## config.mk

```make
export PLATFORM = sky130hd
export DESIGN_NAME = fetch_stage
export DESIGN_NICKNAME = d
export VERILOG_FILES = /design/src/rtl/fetch_stage.sv
export SDC_FILE = /design/constraint.sdc
export NUM_CORES = 1
export LEC_CHECK = 0
export BUFFER_PORTS_ARGS = -buffer_cell sky130_fd_sc_hd__buf_2
export CORE_ASPECT_RATIO = 1.5
export CORE_MARGIN = 2
export CORE_UTILIZATION = 49
export CTS_CLUSTER_SIZE = 16
export DETAILED_ROUTE_END_ITERATION = 7
export PLACE_DENSITY = 0.8
export SYNTH_ARGS = -nofsm -noshare
export SYNTH_HDL_FRONTEND = slang
export SYNTH_SLANG_ARGS = --single-unit
```

## constraint.sdc

```tcl
create_clock -name clk -period 2.1 [get_ports clk]
set_input_delay 0.21 -clock clk [delete_from_list [all_inputs] [get_ports clk]]
set_output_delay 0.21 -clock clk [all_outputs]
set_load 0.02 [all_outputs]
```

## src/rtl/fetch_stage.sv

```systemverilog
// Instruction-fetch stage: owns the PC, drives instruction memory, and fills the IF/ID register.
// A fetched HLT opcode freezes fetch until a decode redirect or reset.
module fetch_stage #(
  parameter logic [15:0] RESET_PC  = 16'h0000,
  parameter logic [15:0] NOP_INSTR = 16'h0000,
  parameter logic [3:0]  HLT_OP    = 4'hF
) (
  input  logic        clk,
  input  logic        rst_n,
  input  logic        stall,
  input  logic        br_taken,
  input  logic [15:0] br_target,
  output logic [15:0] imem_addr,
  input  logic [15:0] imem_data,
  output logic [15:0] pc,
  output logic [15:0] if_id_pc,
  output logic [15:0] if_id_pc_next,
  output logic [15:0] if_id_instr,
  output logic        if_id_valid,
  output logic        halted
);

  typedef enum logic {RUN, HALT} state_t;

  state_t      state_reg, state_next;
  logic [15:0] pc_reg, pc_next;
  logic [15:0] id_pc_reg, id_pc_next;
  logic [15:0] id_pc2_reg, id_pc2_next;
  logic [15:0] id_instr_reg, id_instr_next;
  logic        id_valid_reg, id_valid_next;
  logic [15:0] pc_plus2;

  assign pc_plus2 = pc_reg + 16'd2;

  always_ff @(posedge clk or negedge rst_n) begin
    if (!rst_n) begin
      state_reg    <= RUN;
      pc_reg       <= RESET_PC;
      id_pc_reg    <= 16'h0000;
      id_pc2_reg   <= 16'h0000;
      id_instr_reg <= NOP_INSTR;
      id_valid_reg <= 1'b0;
    end else begin
      state_reg    <= state_next;
      pc_reg       <= pc_next;
      id_pc_reg    <= id_pc_next;
      id_pc2_reg   <= id_pc2_next;
      id_instr_reg <= id_instr_next;
      id_valid_reg <= id_valid_next;
    end
  end

  // Stall dominates so an undefined imem_data cannot leak into state while held.
  always_comb begin
    state_next    = state_reg;
    pc_next       = pc_reg;
    id_pc_next    = id_pc_reg;
    id_pc2_next   = id_pc2_reg;
    id_instr_next = id_instr_reg;
    id_valid_next = id_valid_reg;
    if (!stall) begin
      if (br_taken) begin
        pc_next       = br_target & 16'hFFFE;
        id_instr_next = NOP_INSTR;
        id_valid_next = 1'b0;
        state_next    = RUN;
      end else if (state_reg == RUN) begin
        id_pc_next    = pc_reg;
        id_pc2_next   = pc_plus2;
        id_instr_next = imem_data;
        id_valid_next = 1'b1;
        if (imem_data[15:12] == HLT_OP) begin
          state_next = HALT;
        end else begin
          pc_next = pc_plus2;
        end
      end else begin
        id_instr_next = NOP_INSTR;
        id_valid_next = 1'b0;
      end
    end
  end

  assign imem_addr     = pc_reg;
  assign pc            = pc_reg;
  assign if_id_pc      = id_pc_reg;
  assign if_id_pc_next = id_pc2_reg;
  assign if_id_instr   = id_instr_reg;
  assign if_id_valid   = id_valid_reg;
  assign halted        = (state_reg == HALT);

endmodule
```

=== Word-level counts from Yosys, hierarchy flattened ===
Index checks and enable logic that the tools add are counted.
W data, S select, Z words.

* Register bits: 66
* Bits in latches: 0
* RAM bits: 0
* Bits in read-only memories: 0
* Output and inout bits: 82
* Word-level logic and storage cells: 25
* Memories kept: 0

* $add $sub $neg: 1
* $mul: 0
* Div/mod/pow operators: 0
* $lt $le $gt $ge: 0
* Eq/ne operators: 3
* Shifts and indexed selects: 0
* Muxes and demuxes: 10
* Bitwise operators: 3
* Reductions and logical operators: 2

{| class="wikitable"
|+ Operator list
! kind !! number
|-
| $mux W16 || 5
|-
| $add A16 B2 Y16 const B || 1
|-
| $reduce_and A3 Y1 || 2
|-
| $mux W1 || 5
|-
| $eq A4 B4 Y1 const B || 1
|-
| $ne A2 B2 Y1 const B || 2
|-
| $not A1 Y1 || 3
|}

=== Depth between registers and ports, before layout ===
* Depth after elaboration: 4
* Gate-level depth with buffers: 6
* Mapped depth without buffers: 5

=== Least setup slack after synthesis ===
No wires, ideal clock.

* Path type: flip-flop to flip-flop
* Start: register pc_reg[1] (netlist: imem_addr[1])
* End: register pc_reg[15] (netlist: imem_addr[15])
* Data arrival time: 1593 ps
* Path slack: 379 ps
* Cell stages (with the launch flop): 6
* Path buffers: 0
* Clock period less this slack: 1721 ps
* Cell sequence: dfrtp_1 -> ha_1 -> nand3_2 -> nor4_4 -> mux2i_1 -> nand2_1

* Cells in the longest elaborated chain, start to end: 4

{| class="wikitable"
|+ Ends and longest elaborated chain
! item !! line !! RTL
|-
| start, declared || 26 || <nowiki>logic [15:0] pc_reg, pc_next;</nowiki>
|-
| start signal, assigned || 45 || <nowiki>pc_reg <= pc_next;</nowiki>
|-
| $add A16 B2 Y16 || 33 || <nowiki>assign pc_plus2 = pc_reg + 16'd2;</nowiki>
|-
| $mux W16 || 72 || <nowiki>if (imem_data[15:12] == HLT_OP) begin</nowiki>
|-
| $mux W16 || 67 || <nowiki>end else if (state_reg == RUN) begin</nowiki>
|-
| $mux W16 || 62 || <nowiki>if (br_taken) begin</nowiki>
|}

Every way passes these cells. The select of a mux whose other input is x is not followed.
A chain may end at the register's enable or synchronous reset.

=== Worst setup path in the final report ===
* Start: register pc_reg[2] (netlist: imem_addr[2])
* End: register pc_reg[13] (netlist: imem_addr[13])

Same word-level chain as after synthesis.

==> impl_metrics.yaml <==
outcome:
  outcome: "finished, final reports clean"
final_layout:
  syn2layout_area_growth_pct: 25.6
  layout-drive-gt1-share_pct: 35.8
  final_nets: 443
  antennaDiodeCount: 0
synth:
  synth_top_flop_cell: "dfrtp_1"
  avgSynthCellArea_um2: 9.71
  ys_seq_area_share_pct: 52.3
  synth_edf_count: 0
  yosys_register_bits: 63
  syn_inst: 310
  yosysUniqueCellTypes: 43
  netlist_area_um2: 3010
  yosys_warnings: 0
  async_reset_ff_share_pct: 100
grt:
  antenna_found_initial: 0
  grt_usage_pct: 22.0
  grt_max_degree: 64
  grt-ovfl-total: 0
  grt_pass1_vias: 2357
  grt_first_pass_wirelength_mm: 11.2
sta:
  whs_ns: 0.0188
  fin_crit_sh_pct: 88.6
  slew-limit-headroom_pct: 47.3
  report.final.setup_viol: 0
  finalMaxSlewViolations: 0
  tns_ns: 0
  period_needed_ns: 1.86
  tightest_slew_ns: 0.791
  hold_viol: 0
  rsz0062_at_grt: "false"
  skew_ns: 0.00900
  fmax_mhz: 538
clock_tree:
  cts_hold_buffers: 0
  numCtsBuffers: 9
  clock_tree.buffer_depth: 2
  insertion_delay_ns: 0.34
  ctsRootBufferMaster: "clkbuf_8"
  htreeDepth: 3
  clkSinkCount: 63
  cts_tree: "yes"
  cts_resized: 0
  cts.clk_slew.worst_paths_ns: 0.07
  postCtsSetupBuffers: 0
worst_setup_path:
  cp-start-kind: "flip-flop"
  crit_path_max_fanout: 10
  arrival_ns: 2.08
  ff2ff_path_depth: 5
  cp-end-kind: "flip-flop"
  path_class: "flip-flop to flip-flop"
  required_ns: 2.32
floorplanning:
  io_pins: 118
  die_h_um: 100
  die_area_um2: 6800
  rows: 35
  start_util_pct: 49.8
  coreArea_um2: 6040
  die_w_um: 68.0
drt:
  drtIter0Drc: 240
  ant_nets: 0
  vias_per_cell: 5.35
  drc: 0
  vias: 2594
  drtPass1Iterations: 4
  wl_per_cell_um: 14.9
  drt_wl_total_mm: 7.24
power:
  p_per_area_nw_per_um2: 1060
  ir_drop_mv: 0.557
  p_leak_nw: 1.93
flow_run:
  max_cap_violations: 0
min_path:
  hold_class: "primary input to asynchronous set/reset pin"
placement:
  io_buffer_count: 112
  hpwl_mm: 5.05
  gp_congestion: 0.828
## kinds of logic (layout without fill, tap and decap cells)
kind of cell	Yosys count	count (layout)	share of synthesized area, %
simple gates	110	110	17.3
compound gates	74	74	16.4
flops	63	63	52.3
buf+inv	45	143	8.64
xor+xnor	13	13	3.78
mux	3	3	0.997
fa+ha+maj	1	1	0.415
other cells	1	4	0.125
## per-layer routing
metal	wire length [µm]	global-route usage (%)	vias to the layer above	share of wire, %
li1	-	-	1246	-
met1	2910	26.6	1250	40
met2	3790	36.9	90	52
met3	442	4.37	8	6.1
met4	105	10.3	0	1.5
met5	0	0	-	0
## registers in the layout, indices dropped and copies added, names as in the netlist
name / count
halted: 1
imem_addr: 15
if_id_instr: 16
if_id_pc_next: 15
if_id_pc: 15
if_id_valid: 1
## worst paths after layout
kind	slack, ns	end	from
setup / recovery	0.24	imem_addr[13]	imem_addr[2]
hold reg to reg	0.47	if_id_pc_next[14]	if_id_pc_next[14]
max in group asynchronous	1.54	if_id_pc_next[10]	rst_n
setup reg to reg	0.24	imem_addr[13]	imem_addr[2]
hold / removal	0.02	if_id_pc_next[6]	rst_n
min in group clk	0.08	if_id_instr[11]	imem_data[11]
## worst max-delay path, cell delays in order (launching register included)
cell,delay [ns]
dfrtp_1,0.48
ha_1,0.31
nand3_2,0.27
nor3_1,0.39
a31oi_1,0.14
a2bb2oi_1,0.14
## per-stage QoR
step | utilization (%) | power [mW] | cells | setup WS [ns] | cell area [µm²]
CTS | 62.6 | 4.05 | 485 | 0.250 | 3780
floorplan | - | 2.33 | 313 | 0.379 | 3020
global route | 62.6 | 4.20 | 485 | 0.150 | 3780
global placement | 58.3 | 2.64 | 469 | 0.353 | 3520
finish | 62.6 | 4.02 | 485 | 0.240 | 3780
detailed placement | 58.3 | 2.67 | 469 | 0.280 | 3520
## cells in the mapped netlist (2+ instances only)
library cell | n | area share, %
nand2_1 | 74 | 9.2
dfrtp_1 | 63 | 52
o21ai_0 | 26 | 4.3
buf_4 | 23 | 5.7
a22o_1 | 16 | 4.7
clkbuf_1 | 15 | 1.9
a21oi_1 | 12 | 2.0
nor2_1 | 8 | 1.0
xnor2_1 | 8 | 2.3
nor3_1 | 6 | 1.0
nand3_1 | 5 | 0.83
nor4_1 | 5 | 1.0
xor2_1 | 5 | 1.5
buf_2 | 4 | 0.66
a2bb2oi_1 | 3 | 0.87
mux2i_1 | 3 | 1.0
o22ai_1 | 3 | 0.62
a222oi_1 | 2 | 0.66
a31oi_1 | 2 | 0.42
inv_1 | 2 | 0.25
nor2b_1 | 2 | 0.42
o2bb2ai_1 | 2 | 0.58
## power breakdown
group	leakage [nW]	switching [mW]	internal, mW
Clock	0.126	0.467	0.907
Combinational	1.03	0.688	0.374
Sequential	0.782	0.178	1.41
Total	1.93	1.33	2.69
## cell usage in the layout (no fill, tap or decap), types with 8 or more instances in the layout
cell      Yosys  routed
buf_2         4     112
o21ai_0      26      26
xnor2_1       8       8
a21oi_1      12      12
nor2_1        8       8
nand2_1      74      74
buf_4        23      12
clkbuf_8      0       9
dfrtp_1      63      63
a22o_1       16      16
## area by class of cell
class                           instances  area (µm²)
Sequential cell                        63        1580
Fill cell                             510        2260
Multi-Input combinational cell        205        1190
Timing Repair Buffer                  124         651
Tap cell                               74        92.6
Inverter                                3        11.3
Clock buffer                           10         128
Clock inverter                          6         133
Power figures use the tool's default switching activity.
